## src/rtl/sm83_sp_sequencer_if.sv

```systemverilog
// Purpose : bundle of the request, bus and status signals between the decoder/bus side and the SP sequencer.
// Latency : none (wires only).
// Backpressure: op_valid is held by the requester until op_ready is seen high.
// Ports   : master = decoder/memory side (drives requests, cyc_en, rdata);
//           slave  = sequencer (drives op_ready, bus strobes, SP and status).
interface sm83_sp_sequencer_if;
    logic        cyc_en;
    logic        op_valid;
    logic [2:0]  op;
    logic        op_ready;
    logic [15:0] hl;
    logic [15:0] val;
    logic [7:0]  e8;
    logic [7:0]  rdata;
    logic [15:0] addr;
    logic        addr_oe;
    logic        rd;
    logic        wr;
    logic [7:0]  wdata;
    logic [15:0] pop_val;
    logic        flag_h;
    logic        flag_c;
    logic [15:0] sp;
    logic        done;

    modport master (
        output cyc_en, op_valid, op, hl, val, e8, rdata,
        input  op_ready, addr, addr_oe, rd, wr, wdata, pop_val, flag_h, flag_c, sp, done
    );

    modport slave (
        input  cyc_en, op_valid, op, hl, val, e8, rdata,
        output op_ready, addr, addr_oe, rd, wr, wdata, pop_val, flag_h, flag_c, sp, done
    );
endinterface

```

## src/rtl/sm83_sp_sequencer.sv

```systemverilog
// Purpose : owns the 16-bit stack pointer; steps PUSH/POP/ADD_SP_E/SP loads across M-cycles, driving SP onto the address bus.
// Latency : accept in IDLE on any edge; PUSH 3, POP 2, ADD_SP_E 2, others 1, NOP 0 cyc_en edges; done pulses the cycle after the final commit.
// Backpressure: op_ready is high only in IDLE; a state advances only on edges with cyc_en=1, strobes hold otherwise.
// Ports   : clk, nreset (synchronous, active-low); bus = slave modport of sm83_sp_sequencer_if.
module sm83_sp_sequencer #(
    parameter logic [15:0] SP_RESET = 16'hFFFE
) (
    input  logic                  clk,
    input  logic                  nreset,
    sm83_sp_sequencer_if.slave    bus
);

    localparam logic [2:0] OP_NOP      = 3'd0;
    localparam logic [2:0] OP_PUSH     = 3'd1;
    localparam logic [2:0] OP_POP      = 3'd2;
    localparam logic [2:0] OP_LD_SP_HL = 3'd3;
    localparam logic [2:0] OP_ADD_SP_E = 3'd4;
    localparam logic [2:0] OP_LD_SP_IM = 3'd5;
    localparam logic [2:0] OP_INC_SP   = 3'd6;
    localparam logic [2:0] OP_DEC_SP   = 3'd7;

    typedef enum logic [3:0] {
        ST_IDLE,
        ST_P1,
        ST_P2,
        ST_P3,
        ST_Q1,
        ST_Q2,
        ST_A1,
        ST_A2,
        ST_S1
    } state_e;

    state_e      state_q, state_d;
    logic [15:0] sp_q, sp_d;
    logic [2:0]  op_q, op_d;
    logic [15:0] val_q, val_d;
    logic [7:0]  e8_q, e8_d;
    logic [15:0] pop_q, pop_d;
    logic        fh_q, fh_d;
    logic        fc_q, fc_d;
    logic        done_q, done_d;

    // Half/full carries come from the unsigned low-byte sum, independent of e8's sign.
    logic [4:0]  nib_sum;
    logic [8:0]  byte_sum;
    logic [15:0] e8_sext;

    assign nib_sum  = {1'b0, sp_q[3:0]} + {1'b0, e8_q[3:0]};
    assign byte_sum = {1'b0, sp_q[7:0]} + {1'b0, e8_q};
    assign e8_sext  = {{8{e8_q[7]}}, e8_q};

    always_comb begin
        state_d = state_q;
        sp_d    = sp_q;
        op_d    = op_q;
        val_d   = val_q;
        e8_d    = e8_q;
        pop_d   = pop_q;
        fh_d    = fh_q;
        fc_d    = fc_q;
        done_d  = 1'b0;

        case (state_q)
            ST_IDLE: begin
                if (bus.op_valid) begin
                    op_d  = bus.op;
                    val_d = bus.val;
                    e8_d  = bus.e8;
                    case (bus.op)
                        OP_NOP:      done_d  = 1'b1;
                        OP_PUSH:     state_d = ST_P1;
                        OP_POP:      state_d = ST_Q1;
                        OP_ADD_SP_E: state_d = ST_A1;
                        default:     state_d = ST_S1;
                    endcase
                end
            end
            ST_P1: begin
                if (bus.cyc_en) begin
                    sp_d    = sp_q - 16'd1;
                    state_d = ST_P2;
                end
            end
            ST_P2: begin
                if (bus.cyc_en) begin
                    sp_d    = sp_q - 16'd1;
                    state_d = ST_P3;
                end
            end
            ST_P3: begin
                if (bus.cyc_en) begin
                    state_d = ST_IDLE;
                    done_d  = 1'b1;
                end
            end
            ST_Q1: begin
                if (bus.cyc_en) begin
                    pop_d   = {pop_q[15:8], bus.rdata};
                    sp_d    = sp_q + 16'd1;
                    state_d = ST_Q2;
                end
            end
            ST_Q2: begin
                if (bus.cyc_en) begin
                    pop_d   = {bus.rdata, pop_q[7:0]};
                    sp_d    = sp_q + 16'd1;
                    state_d = ST_IDLE;
                    done_d  = 1'b1;
                end
            end
            ST_A1: begin
                if (bus.cyc_en) begin
                    fh_d    = nib_sum[4];
                    fc_d    = byte_sum[8];
                    state_d = ST_A2;
                end
            end
            ST_A2: begin
                if (bus.cyc_en) begin
                    sp_d    = sp_q + e8_sext;
                    state_d = ST_IDLE;
                    done_d  = 1'b1;
                end
            end
            ST_S1: begin
                if (bus.cyc_en) begin
                    case (op_q)
                        OP_LD_SP_HL: sp_d = bus.hl;
                        OP_LD_SP_IM: sp_d = val_q;
                        OP_INC_SP:   sp_d = sp_q + 16'd1;
                        OP_DEC_SP:   sp_d = sp_q - 16'd1;
                        default:     sp_d = sp_q;
                    endcase
                    state_d = ST_IDLE;
                    done_d  = 1'b1;
                end
            end
            default: state_d = ST_IDLE;
        endcase
    end

    always_ff @(posedge clk) begin
        if (!nreset) begin
            state_q <= ST_IDLE;
            sp_q    <= SP_RESET;
            op_q    <= OP_NOP;
            val_q   <= 16'h0000;
            e8_q    <= 8'h00;
            pop_q   <= 16'h0000;
            fh_q    <= 1'b0;
            fc_q    <= 1'b0;
            done_q  <= 1'b0;
        end else begin
            state_q <= state_d;
            sp_q    <= sp_d;
            op_q    <= op_d;
            val_q   <= val_d;
            e8_q    <= e8_d;
            pop_q   <= pop_d;
            fh_q    <= fh_d;
            fc_q    <= fc_d;
            done_q  <= done_d;
        end
    end

    // Strobes depend on state alone so they stay put across stalled (cyc_en=0) cycles.
    logic is_wr, is_rd;
    assign is_wr = (state_q == ST_P2) || (state_q == ST_P3);
    assign is_rd = (state_q == ST_Q1) || (state_q == ST_Q2);

    assign bus.op_ready = (state_q == ST_IDLE);
    assign bus.addr_oe  = is_wr || is_rd;
    assign bus.rd       = is_rd;
    assign bus.wr       = is_wr;
    assign bus.addr     = (is_wr || is_rd) ? sp_q : 16'h0000;
    assign bus.wdata    = (state_q == ST_P2) ? val_q[15:8] :
                          (state_q == ST_P3) ? val_q[7:0]  : 8'h00;
    assign bus.pop_val  = pop_q;
    assign bus.flag_h   = fh_q;
    assign bus.flag_c   = fc_q;
    assign bus.sp       = sp_q;
    assign bus.done     = done_q;

endmodule

```

## src/flat_wrapper.sv

```systemverilog
// flat-port wrapper written by rule: the top's interface ports become plain ports
module sm83_sp_sequencer_flat 
#(
    parameter logic [15:0] SP_RESET = 16'hFFFE
)
  (clk, nreset, bus_cyc_en, bus_op_valid, bus_op, bus_hl, bus_val, bus_e8, bus_rdata, bus_op_ready, bus_addr, bus_addr_oe, bus_rd, bus_wr, bus_wdata, bus_pop_val, bus_flag_h, bus_flag_c, bus_sp, bus_done);
  sm83_sp_sequencer_if bus_i ();
  input  logic clk;
  input  logic nreset;
  input wire logic [$bits(bus_i.cyc_en)-1:0] bus_cyc_en;
  input wire logic [$bits(bus_i.op_valid)-1:0] bus_op_valid;
  input wire logic [$bits(bus_i.op)-1:0] bus_op;
  input wire logic [$bits(bus_i.hl)-1:0] bus_hl;
  input wire logic [$bits(bus_i.val)-1:0] bus_val;
  input wire logic [$bits(bus_i.e8)-1:0] bus_e8;
  input wire logic [$bits(bus_i.rdata)-1:0] bus_rdata;
  output wire logic [$bits(bus_i.op_ready)-1:0] bus_op_ready;
  output wire logic [$bits(bus_i.addr)-1:0] bus_addr;
  output wire logic [$bits(bus_i.addr_oe)-1:0] bus_addr_oe;
  output wire logic [$bits(bus_i.rd)-1:0] bus_rd;
  output wire logic [$bits(bus_i.wr)-1:0] bus_wr;
  output wire logic [$bits(bus_i.wdata)-1:0] bus_wdata;
  output wire logic [$bits(bus_i.pop_val)-1:0] bus_pop_val;
  output wire logic [$bits(bus_i.flag_h)-1:0] bus_flag_h;
  output wire logic [$bits(bus_i.flag_c)-1:0] bus_flag_c;
  output wire logic [$bits(bus_i.sp)-1:0] bus_sp;
  output wire logic [$bits(bus_i.done)-1:0] bus_done;
  assign bus_i.cyc_en = bus_cyc_en;
  assign bus_i.op_valid = bus_op_valid;
  assign bus_i.op = bus_op;
  assign bus_i.hl = bus_hl;
  assign bus_i.val = bus_val;
  assign bus_i.e8 = bus_e8;
  assign bus_i.rdata = bus_rdata;
  assign bus_op_ready = bus_i.op_ready;
  assign bus_addr = bus_i.addr;
  assign bus_addr_oe = bus_i.addr_oe;
  assign bus_rd = bus_i.rd;
  assign bus_wr = bus_i.wr;
  assign bus_wdata = bus_i.wdata;
  assign bus_pop_val = bus_i.pop_val;
  assign bus_flag_h = bus_i.flag_h;
  assign bus_flag_c = bus_i.flag_c;
  assign bus_sp = bus_i.sp;
  assign bus_done = bus_i.done;
  sm83_sp_sequencer #(.SP_RESET(SP_RESET)) u_core (.clk(clk), .nreset(nreset), .bus(bus_i));
endmodule
```

## config.mk

```make
export PLATFORM = sky130hd
export DESIGN_NAME = sm83_sp_sequencer_flat
export DESIGN_NICKNAME = d
export VERILOG_FILES = /design/src/rtl/sm83_sp_sequencer_if.sv /design/src/rtl/sm83_sp_sequencer.sv /design/src/flat_wrapper.sv
export SDC_FILE = /design/constraint.sdc
export NUM_CORES = 1
export LEC_CHECK = 0
export BUFFER_PORTS_ARGS = -buffer_cell sky130_fd_sc_hd__buf_2
export CAP_MARGIN = 20
export CORE_UTILIZATION = 50
export DETAILED_ROUTE_END_ITERATION = 16
export PLACE_DENSITY = 0.75
export SYNTH_ARGS = -nofsm -noshare
export SYNTH_HDL_FRONTEND = slang
export SYNTH_SLANG_ARGS = --single-unit
```

## constraint.sdc

```tcl
create_clock -name clk -period 7.4 [get_ports clk]
set_input_delay 1.11 -clock clk [delete_from_list [all_inputs] [get_ports clk]]
set_output_delay 1.11 -clock clk [all_outputs]
set_load 0.005 [all_outputs]
```

==> reports/results.md <==
• **x dimension of the die** 104 um
• **HPWL after DPL** 13.5 mm
• **clock tree skew after final layout** 0.0106 ns
• **path type of the worst setup path** register to output port
• **Layout Cells excl Fill** 951
• **final cycle utilization of the critical path** 49.0%
• **drt total wl** 18.6 mm
• **outcome** finished clean
• **residual DRC count** 0
• **endpoints failing setup** 0
• **synthesis-to-layout area growth** 15.2%
• **worst hold slack after final layout** 0.456 ns
• **Starting Density** 52.4%
• **Post-Synthesis Mean Instance Area** 7.09 um2
• **cell types occupying the most area after synthesis** dfxtp_1 (25%), a21oi_1 (7.9%), nand2_1 (7.6%), nor2_1 (5.5%), mux2i_1 (4.4%)
• **Die Y** 104 um
• **count of flip-flops with a built-in enable after synthesis** 0
• **nets** 887
• **clock-pin slew reported for the worst setup and hold paths after clock tree synthesis** 0.07 ns
• **Setup Total Neg Slack** 0 ns
• **pin count of the biggest net entering global routing** 58
• **number of sinks handled by clock tree synthesis** 66
• **Inst Count DP** 936
• **areal power density over the cells** 296 nW/um2
• **Clk Tree Root Cell** clkbuf_8
• **setup fix buffers added after clock tree synthesis** 0
• **Final Wtd Congestion** 0.933
• **critical path's slowest cell** dfxtp_1
• **number of violations reported at the end of detailed-routing iteration 0** 533
• **antenna violations before repair** 0
• **Leakage** 2.41 nW
• **area of the placeable core** 9950 um2
• **gate count after technology mapping** 735
• **Net Count, Synth** 808
• **highest achievable clock rate** 276 MHz
• **Final Max Slew Viols** 0
• **worst-case clock buffer depth** 2
• **number of hold buffers added after CTS** 0
• **final hold violation count** 0
• **floorplan row count** 36
• **synth unique cells** 68
• **max incr delay on CP** 0.57 ns
• **setup repair after global routing missed its margin** false
• **wire length per cell after detailed routing** 19.5 um
• **arrival time of data at the critical path endpoint** 2.51 ns
• **Worst Setup Start Kind** register
• **count of antenna-violating nets left after detailed routing** 0
• **Slew HR** 28.9%
• **top cells by instance count after synthesis** nand2_1 (106), a21oi_1 (82), nor2_1 (76)
• **Yosys warnings** 0
• **Crit Path Max Fanout** 14
• **first-pass GRT wire length** 29.5 mm
• **type of the most critical hold path** register to register
• **fraction of layout cells with a size suffix above 1** 18.5%
• **area of placed instances** 5800 um2
• **per-cell via count in the routed design** 6.20
• **Crit. End Element** output port
• **number of buffers created by CTS** 9
• **Req. time, crit path** 6.29 ns
• **I/O pin count** 118
• **total grt overflow** 0
• **overall die area** 10800 um2
• **transition time at the pin with the least slew margin** 1.07 ns
• **time the worst path needs with I/O delays and setup** 3.62 ns
• **post-synthesis async set-or-reset flop share** 0%
• **diode count** 0
• **fraction of post-synthesis cell area in the top cell type by area** 25.4%
• **first drt pass iteration count** 5
• **number of synthesized register bits** 66
• **total number of H-tree levels** 3
• **global-route usage over all layers** 34.5%
• **vias in the first global route** 5638
• **library cell appearing most often on the critical path** nor2_1
• **most used standard cell by instance count after synthesis** nand2_1
• **Critical Path, Cell by Cell** or3b_2 -> clkinv_1 -> nor2_1 -> buf_4 -> nor2_1 -> buf_2
• **top cell type by total area after synthesis** dfxtp_1
• **predominant post-synthesis flop cell** dfxtp_1
• **vias** 5893
• **cells resized by post-CTS repair** 0
• **Final Cell Area** 6010 um2
• **insertion delay of the later-clocked pin in the worst-skew pair** 0.36 ns
• **CTS tree** yes
• **number of max-cap violations** 0
• **maximum vdd drop** 0.000214 V
• **IO Port Bufs** 117
• **post-synthesis sequential area ratio** 25.4%
• **area of the mapped netlist** 5210 um2
==> logic make-up (layout without fill, tap and decap cells) <==
family	count (synthesis)	after routing	synth area share (%)
adder cells (fa/ha/maj)	19	19	4.66
buffers and inverters	77	160	5.69
multiplexers	25	25	4.85
AO/OA/AOI/OAI	215	215	26.5
XOR/XNOR	27	27	4.54
AND/OR/NAND/NOR	306	306	28.4
flip-flops	66	66	25.4
==> state kept, by name, indices dropped and copies added, names as in the netlist <==
register	flops
u_core.bus.done	1
u_core.bus.flag_c	1
u_core.bus.flag_h	1
u_core.bus.pop_val	16
u_core.bus.sp	16
u_core.e8_q	8
u_core.op_q	3
u_core.state_q	4
u_core.val_q	16
==> path summary, 6_finish.rpt <==
path,start,endpoint,slack (ns),depth (start not counted)
hold reg to reg,u_core.bus.pop_val[11],u_core.bus.pop_val[11],0.46,2
setup reg to reg,u_core.state_q[0],u_core.bus.sp[6],4.19,6
hold / removal,u_core.bus.pop_val[11],u_core.bus.pop_val[11],0.46,2
setup / recovery,u_core.state_q[1],bus_addr[1],3.78,6
==> stage by stage <==
stage / util, % / setup slack, ns / total power [W]
6_report: 60.3 / 3.78 / 0.00178
5_1_grt: 60.3 / 3.62 / 0.00190
4_1_cts: 60.3 / 3.83 / 0.00176
3_5_place_dp: 58.2 / 4.23 / 0.00142
3_3_place_gp: 58.2 / 4.22 / 0.00140
2_1_floorplan: - / 4.49 / 0.00115
==> routing by layer <==
layer	global-route usage, %	wire length (um)	up-vias
li1	-	-	2814
met1	43.5	7730	2721
met2	56.3	8550	302
met3	6.45	1580	56
met4	17.1	731	0
met5	0	0	-
==> worst max-delay path, delay by kind of cell (launching register included) <==
family	cells	cell delay (ns)
buf+inv	3	0.79
flops	1	0.57
simple gates	3	0.79
==> where the power goes <==
part	switching [W]	internal [W]
Combinational	0.000568	0.000361
Sequential	0.000102	0.000406
Clock	0.000151	0.000187
Total	0.000821	0.000955
==> area by class of cell <==
cell class              instances  area [um2]
multi-input cells             592        3590
flip-flops and latches         66        1320
well taps                     133         166
inverters                      21        78.8
clock buffers                  10         128
clock inverters                 5        80.1
fillers                       973        3950
repair buffers                124         638
==> cell usage in the layout, fill, tap and decap left out, types with 9 or more instances in the layout <==
cell      netlist  final
nand2_1       106    106
nor2_1         76     76
nand3_1        19     19
xnor2_1        16     16
buf_2           6    117
xor2_1         11     11
o21ai_0        33     33
o221ai_1        9      9
nand4_1        12     12
inv_1          20     20
dfxtp_1        66     66
a31oi_1        14     14
a21oi_1        82     82
nor3_1         15     15
mux2i_1        23     23
ha_1           17     17
nor2b_1        19     19
clkbuf_8        0      9
a211oi_1       13     13
Note: power is estimated with default switching activity, not from simulation.
